**src/rtl/hs_rx_deserializer.sv**
```systemverilog
// HS receive front-end: hunts for the sync word, deserializes LSB-first into bytes and
// delays them so trailer bits can be dropped before they reach the byte side.
module hs_rx_deserializer #(
  parameter logic [7:0] SYNC_WORD    = 8'hB8,
  parameter int         DELAY_BYTES  = 24,
  parameter int         HUNT_TIMEOUT = 1024
) (
  input  logic       clk_hs_rx,
  input  logic       RST,
  input  logic       rx_enable,
  input  logic       HS_RX_DATA,
  input  logic       trailer_done,
  input  logic       break_trailer_c,
  output logic       comparator_enable,
  output logic [7:0] rx_byte,
  output logic       rx_byte_valid,
  output logic       rx_sot_done,
  output logic       rx_eot,
  output logic       sync_error,
  output logic [3:0] false_trailer_cnt
);

  localparam int PTR_W  = (DELAY_BYTES > 1) ? $clog2(DELAY_BYTES) : 1;
  localparam int OCC_W  = $clog2(DELAY_BYTES + 1);
  localparam int HCNT_W = $clog2(HUNT_TIMEOUT + 1);

  localparam logic [PTR_W-1:0]  PTR_LAST  = PTR_W'(DELAY_BYTES - 1);
  localparam logic [OCC_W-1:0]  OCC_FULL  = OCC_W'(DELAY_BYTES);
  localparam logic [HCNT_W-1:0] HUNT_LAST = HCNT_W'(HUNT_TIMEOUT - 1);

  typedef enum logic [1:0] {S_IDLE, S_HUNT, S_DATA, S_DONE} state_e;

  state_e             state_q, state_d;
  logic [7:0]         sr_q, sr_d, sr_shift;
  logic [2:0]         bitcnt_q, bitcnt_d;
  logic [HCNT_W-1:0]  hunt_cnt_q, hunt_cnt_d;
  logic [OCC_W-1:0]   occ_q, occ_d;
  logic [PTR_W-1:0]   wr_ptr_q, wr_ptr_d;
  logic [PTR_W-1:0]   rd_ptr_q, rd_ptr_d;
  logic               cmp_en_q, cmp_en_d;
  logic [7:0]         rx_byte_q, rx_byte_d;
  logic               valid_q, valid_d;
  logic               sot_q, sot_d;
  logic               eot_q, eot_d;
  logic               serr_q, serr_d;
  logic [3:0]         ftc_q, ftc_d;
  logic               push;
  logic [7:0]         mem_q [DELAY_BYTES];

  function automatic logic [PTR_W-1:0] ptr_inc(input logic [PTR_W-1:0] p);
    return (p == PTR_LAST) ? '0 : p + 1'b1;
  endfunction

  assign sr_shift = {HS_RX_DATA, sr_q[7:1]};

  always_comb begin
    state_d    = state_q;
    sr_d       = sr_q;
    bitcnt_d   = bitcnt_q;
    hunt_cnt_d = hunt_cnt_q;
    occ_d      = occ_q;
    wr_ptr_d   = wr_ptr_q;
    rd_ptr_d   = rd_ptr_q;
    rx_byte_d  = rx_byte_q;
    valid_d    = 1'b0;
    sot_d      = 1'b0;
    eot_d      = 1'b0;
    serr_d     = serr_q;
    ftc_d      = ftc_q;
    push       = 1'b0;

    case (state_q)
      S_IDLE: begin
        if (rx_enable) begin
          state_d    = S_HUNT;
          sr_d       = '0;
          hunt_cnt_d = '0;
          ftc_d      = '0;
          serr_d     = 1'b0;
        end
      end
      S_HUNT: begin
        if (!rx_enable) begin
          state_d = S_IDLE;
        end else begin
          sr_d = sr_shift;
          if (sr_shift == SYNC_WORD) begin
            state_d  = S_DATA;
            sot_d    = 1'b1;
            bitcnt_d = '0;
          end else if (hunt_cnt_q == HUNT_LAST) begin
            serr_d  = 1'b1;
            state_d = S_DONE;
          end else begin
            hunt_cnt_d = hunt_cnt_q + 1'b1;
          end
        end
      end
      S_DATA: begin
        if (!rx_enable) begin
          state_d = S_IDLE;
        end else begin
          sr_d     = sr_shift;
          bitcnt_d = bitcnt_q + 3'd1;
          if (break_trailer_c && (ftc_q != 4'hF)) ftc_d = ftc_q + 4'd1;
          // A trailer hit on a byte boundary suppresses that push and its pop.
          if (trailer_done) begin
            eot_d   = 1'b1;
            state_d = S_DONE;
          end else if (bitcnt_q == 3'd7) begin
            push     = 1'b1;
            wr_ptr_d = ptr_inc(wr_ptr_q);
            if (occ_q == OCC_FULL) begin
              valid_d   = 1'b1;
              rx_byte_d = mem_q[rd_ptr_q];
              rd_ptr_d  = ptr_inc(rd_ptr_q);
            end else begin
              occ_d = occ_q + 1'b1;
            end
          end
        end
      end
      S_DONE: begin
        if (!rx_enable) begin
          state_d = S_IDLE;
          serr_d  = 1'b0;
        end
      end
      default: state_d = S_IDLE;
    endcase

    // Leaving a burst drops the partial byte and everything still buffered.
    if ((state_d != state_q) && ((state_d == S_IDLE) || (state_d == S_DONE))) begin
      occ_d    = '0;
      wr_ptr_d = '0;
      rd_ptr_d = '0;
      bitcnt_d = '0;
      sr_d     = '0;
    end

    cmp_en_d = (state_d == S_DATA);
  end

  always_ff @(posedge clk_hs_rx) begin
    if (!RST) begin
      state_q    <= S_IDLE;
      sr_q       <= '0;
      bitcnt_q   <= '0;
      hunt_cnt_q <= '0;
      occ_q      <= '0;
      wr_ptr_q   <= '0;
      rd_ptr_q   <= '0;
      cmp_en_q   <= 1'b0;
      rx_byte_q  <= '0;
      valid_q    <= 1'b0;
      sot_q      <= 1'b0;
      eot_q      <= 1'b0;
      serr_q     <= 1'b0;
      ftc_q      <= '0;
    end else begin
      state_q    <= state_d;
      sr_q       <= sr_d;
      bitcnt_q   <= bitcnt_d;
      hunt_cnt_q <= hunt_cnt_d;
      occ_q      <= occ_d;
      wr_ptr_q   <= wr_ptr_d;
      rd_ptr_q   <= rd_ptr_d;
      cmp_en_q   <= cmp_en_d;
      rx_byte_q  <= rx_byte_d;
      valid_q    <= valid_d;
      sot_q      <= sot_d;
      eot_q      <= eot_d;
      serr_q     <= serr_d;
      ftc_q      <= ftc_d;
    end
  end

  always_ff @(posedge clk_hs_rx) begin
    if (push) mem_q[wr_ptr_q] <= sr_shift;
  end

  assign comparator_enable = cmp_en_q;
  assign rx_byte           = rx_byte_q;
  assign rx_byte_valid     = valid_q;
  assign rx_sot_done       = sot_q;
  assign rx_eot            = eot_q;
  assign sync_error        = serr_q;
  assign false_trailer_cnt = ftc_q;

endmodule

```
**config.mk**
```make
export PLATFORM = sky130hd
export DESIGN_NAME = hs_rx_deserializer
export DESIGN_NICKNAME = d
export VERILOG_FILES = /design/src/rtl/hs_rx_deserializer.sv
export SDC_FILE = /design/constraint.sdc
export NUM_CORES = 1
export LEC_CHECK = 0
export CORE_MARGIN = 10
export CORE_UTILIZATION = 45
export DETAILED_ROUTE_END_ITERATION = 16
export PLACE_DENSITY_LB_ADDON = 0.1
export SYNTH_ARGS = -nofsm -noshare
export SYNTH_HDL_FRONTEND = slang
export SYNTH_SLANG_ARGS = --single-unit
export TNS_END_PERCENT = 30
```
**constraint.sdc**
```tcl
create_clock -name clk_hs_rx -period 5 [get_ports clk_hs_rx]
set_clock_uncertainty 0.15 [all_clocks]
set_input_delay 1 -clock clk_hs_rx [delete_from_list [all_inputs] [get_ports clk_hs_rx]]
set_output_delay 1 -clock clk_hs_rx [all_outputs]
set_load 0.005 [all_outputs]
```
==> impl_metrics.py <==
metrics = {
    "pwr": {
        "power.share.sequential_pct": 50.9,
        "leakage_nw": 3.76,
        "netSwitchingFraction_pct": 20.0,
        "power.density_nw_per_um2": 365,
        "vdd_drop_max_mv": 0.262,
        "switchingPower_mw": 0.860,
        "part_of_the_power_in_the_clock_network_pct": 47.2,
        "p_int_mw": 3.45,
        "comb_power_share_pct": 1.9,
    },
    "min_path": {
        "timing.hold.worst.class": "flip-flop to flip-flop",
        "hold_path.startpoint": "hunt_cnt_q[9]",
        "timing.hold.worst_path_depth": 2,
    },
    "clocking": {
        "cts-buffers-inserted": 27,
        "cts_sinks": 247,
        "clk_pin_slew_ps": 60,
        "worstSkewPairLatency_ps": 530,
        "cts_tree": "built",
        "max-clock-path-buffers": 3,
        "cts_max_level": 1,
        "post-cts-setup-buffers": 0,
        "post_cts_resize_count": 0,
        "cts.root.buffer_cell": "sky130_fd_sc_hd__clkbuf_16",
        "cts.hold.buffers_added": 0,
    },
    "worst_setup_path": {
        "worst_setup_end_kind": "flip-flop",
        "ff2ff_path_depth": 11,
        "cp.required_ps": 5240,
        "type_of_origin_of_the_critical_path": "input pin",
        "timing.critical_path.arrival_ps": 3820,
        "cp_slowest_cell": "sky130_fd_sc_hd__clkdlybuf4s50_1",
        "r2r-start": "state_q[0]",
        "cpPeakStageDelay_ps": 710,
        "worstSetupPathDepth": 11,
        "timing.critical_path.buf_inv": 3,
        "path_delay_family": "compound AO/OA/AOI/OAI gates",
        "sequence_of_cells_on_the_critical_path": "clkdlybuf4s50_1 > and2_1 > o21ai_1 > buf_4 > o21ai_0 > o21ai_0 > ha_1 > inv_1 > o41a_1 > o211ai_4 > nor2_1",
        "crit_path_max_fanout": 25,
        "critical-path-top-cell-by-count": "sky130_fd_sc_hd__o21ai_0",
        "worst-setup-path-type": "input pin to flip-flop",
        "timing.critical_path.from": "rx_enable",
    },
    "final_layout": {
        "fin_nets": 791,
        "post_route_cells_drive_above_1_share_pct": 13.8,
        "fillerInstances": 1871,
        "syn2layout_area_growth_pct": 13.7,
        "postLayoutCoreUtil_pct": 52.2,
        "antennaDiodeCount": 0,
    },
    "floorplan": {
        "die_x_um": 172,
        "start_util_pct": 45.9,
        "ios": 23,
        "rows": 55,
        "core_area_um2": 22600,
        "floorplan.die.height_um": 172,
        "die-area_um2": 29600,
    },
    "place": {
        "dp_hpwl_um": 16000,
        "portbufs": 22,
        "gp_routability_congestion": 0.897,
    },
    "yosys": {
        "synthesis.area_um2": 10400,
        "yosys.cell_types.count": 65,
        "synth_warnings": 0,
        "synth-seq-cells": 247,
        "share_of_the_yosys_chip_area_belonging_to_registers_pct": 66.1,
        "synth_simple_gate_area_share_pct": 10.3,
        "synth.top_cells.by_area": "sky130_fd_sc_hd__edfxtp_1 56%, sky130_fd_sc_hd__dfxtp_1 11%, sky130_fd_sc_hd__mux2i_1 5.5%",
        "post_synth.cell_area_avg_um2": 14.1,
        "synthTopCellsByCount": "192 x sky130_fd_sc_hd__edfxtp_1, 70 x sky130_fd_sc_hd__nor2_1, 57 x sky130_fd_sc_hd__mux2i_1",
        "synth_enable_flop_cells": 192,
        "synth_fa_ha_area_share_pct": 2.05,
        "compound_cell_area_share_of_the_yosys_netlist_pct": 7.96,
        "synth_top_family_by_area": "simple AND/OR/NAND/NOR gates",
        "synthDominantAreaCellType": "sky130_fd_sc_hd__edfxtp_1",
        "synth.mux.area_fraction_pct": 10.0,
        "syn-num-nets": 761,
        "yosysTopAreaCellShare_pct": 55.5,
        "yosysMostFrequentCell": "sky130_fd_sc_hd__edfxtp_1",
        "synth_cells": 738,
        "async_flop_share_pct": 0,
        "synthXorXnorAreaFrac_pct": 1.01,
        "synth_ff_type": "sky130_fd_sc_hd__edfxtp_1",
    },
    "routing": {
        "routed_wl_um": 24500,
        "remaining_drc_errors": 0,
        "via_total_after_detailed_routing": 6279,
        "firstDrtPassIters": 5,
        "wl_per_cell_um": 22.8,
        "drt_first_iter_violations": 527,
        "route.detailed.vias_per_inst": 5.85,
        "routed_antenna_nets": 0,
    },
    "sta": {
        "report.final.slew_viol_count": 0,
        "timing.max_slew.rel_slack_pct": 31.2,
        "final-setup-viol-count": 0,
        "fmax_ghz": 0.279,
        "slew_at_the_pin_with_the_worst_max_slew_slack_ps": 1030,
        "period_share_pct": 71.7,
        "finalCriticalPeriod_ps": 3590,
        "rsz0062_at_grt": "false",
        "fin_tns_setup_ps": 0,
        "final.hold.worst_slack_ps": 349,
        "hold_viol": 0,
    },
    "global_route": {
        "grt_antenna_before_repair": 0,
        "grt_pass1_vias": 6251,
        "gr-usage-all-layers_pct": 16.7,
        "grt_first_pass_wirelength_um": 37700,
        "pin_count_of_the_biggest_net_entering_global_routing": 33,
        "grt_overflow": 0,
    },
    "run_status": {
        "status": "complete, no violations",
    },
    "run": {
        "drv.max_cap_violation_count": 0,
    },
}
worst min-delay path, delay by kind of cell (launching register included):
| family | cells | cell delay (ps) |
|---|---|---|
| AO/OA/AOI/OAI | 1 | 60 |
| flip-flops | 1 | 330 |
| AND/OR/NAND/NOR | 1 | 60 |
power by group through the flow:
stage	sequential (mW)	clock, mW	combinational [mW]
after global placement	2.24	0	0.0788
after floorplan	2.24	0	0.0559
final	2.19	2.03	0.0801
after global routing	2.19	2.16	0.0875
after CTS	2.19	2.06	0.0798
after detailed placement	2.24	0	0.0796
area by class of cell:
| type | instances | area [um^2] | share of cell area (%) |
|---|---|---|---|
| sequential | 247 | 6870 | 58.2 |
| multi-input combinational | 439 | 3260 | 27.6 |
| clock buffer | 33 | 759 | 6.43 |
| clock inverter | 16 | 169 | 1.43 |
| tap | 285 | 357 | 3.02 |
| timing repair buffer | 38 | 340 | 2.88 |
| inverter | 15 | 56.3 | 0.477 |
sequential cells by signal, summed over array words and instances (netlist names):
signal and cells:
sync_error 1, rx_byte 8, wr_ptr_q 5, occ_q 5
mem_q 192, rd_ptr_q 5, bitcnt_q 3, rx_eot 1
rx_byte_valid 1, state_q 2, hunt_cnt_q 11, false_trailer_cnt 4
sr_q 7, comparator_enable 1, rx_sot_done 1
worst paths after layout:
kind / end / slack [ps]
max reg2reg: occ_q[3] / 1450
min reg2reg: hunt_cnt_q[9] / 350
max: occ_q[3] / 1410
min: hunt_cnt_q[9] / 350
cell families after synthesis:
family / after synthesis
AOI/OAI and AO/OA: 127
xor gates and xnor gates: 12
adders and majority gates: 17
buffers and inverters: 52
DFF: 247
muxes: 78
and+or+nand+nor: 205
metrics by stage:
stage / worst slack (ps) / total power, mW / std cells / area, um^2
4_1_cts: 1420 / 4.34 / 1073 / 11800
2_1_floorplan: 1900 / 2.29 / 738 / 10400
3_5_place_dp: 898 / 2.32 / 1024 / 10900
6_report: 1410 / 4.31 / 1073 / 11800
3_3_place_gp: 992 / 2.32 / 1024 / 10900
5_1_grt: 1160 / 4.44 / 1073 / 11800
placed cells by master, fill, tap and decap left out, types with 3 or more instances in the layout:
cell and count:
sky130_fd_sc_hd__and3_1 10, sky130_fd_sc_hd__nand4_1 7, sky130_fd_sc_hd__o41ai_1 3, sky130_fd_sc_hd__dfxtp_1 53, sky130_fd_sc_hd__xnor2_1 7, sky130_fd_sc_hd__a22o_1 5, sky130_fd_sc_hd__inv_1 15, sky130_fd_sc_hd__clkdlybuf4s50_1 22
sky130_fd_sc_hd__nand2_1 41, sky130_fd_sc_hd__xor2_1 5, sky130_fd_sc_hd__ha_1 17, sky130_fd_sc_hd__buf_4 16, sky130_fd_sc_hd__edfxtp_1 192, sky130_fd_sc_hd__mux2i_1 57, sky130_fd_sc_hd__and4_1 3, sky130_fd_sc_hd__nor3b_1 4
sky130_fd_sc_hd__or3_1 3, sky130_fd_sc_hd__a31oi_1 19, sky130_fd_sc_hd__o21ai_0 16, sky130_fd_sc_hd__nand3_1 14, sky130_fd_sc_hd__mux4_2 21, sky130_fd_sc_hd__clkinv_2 5, sky130_fd_sc_hd__a21oi_1 42, sky130_fd_sc_hd__bufinv_16 3
sky130_fd_sc_hd__and2_1 5, sky130_fd_sc_hd__nand3b_1 3, sky130_fd_sc_hd__o22ai_1 5, sky130_fd_sc_hd__or2_2 3, sky130_fd_sc_hd__clkbuf_16 28, sky130_fd_sc_hd__nor4_1 3, sky130_fd_sc_hd__nor2_2 3, sky130_fd_sc_hd__nor2b_1 8
sky130_fd_sc_hd__a22oi_1 18, sky130_fd_sc_hd__nand2b_1 4, sky130_fd_sc_hd__nor3_1 8, sky130_fd_sc_hd__clkbuf_8 4, sky130_fd_sc_hd__nor2_1 70
layer usage:
metal  up-vias  track usage (%)  routed length [um]
met5         -                0                   0
met4         0             5.06                 688
met3        42             2.71                1400
met2       169             26.1               11400
met1      3192             23.4               11000
li1       2876                -                   -
(Power assumes the default switching activity.)
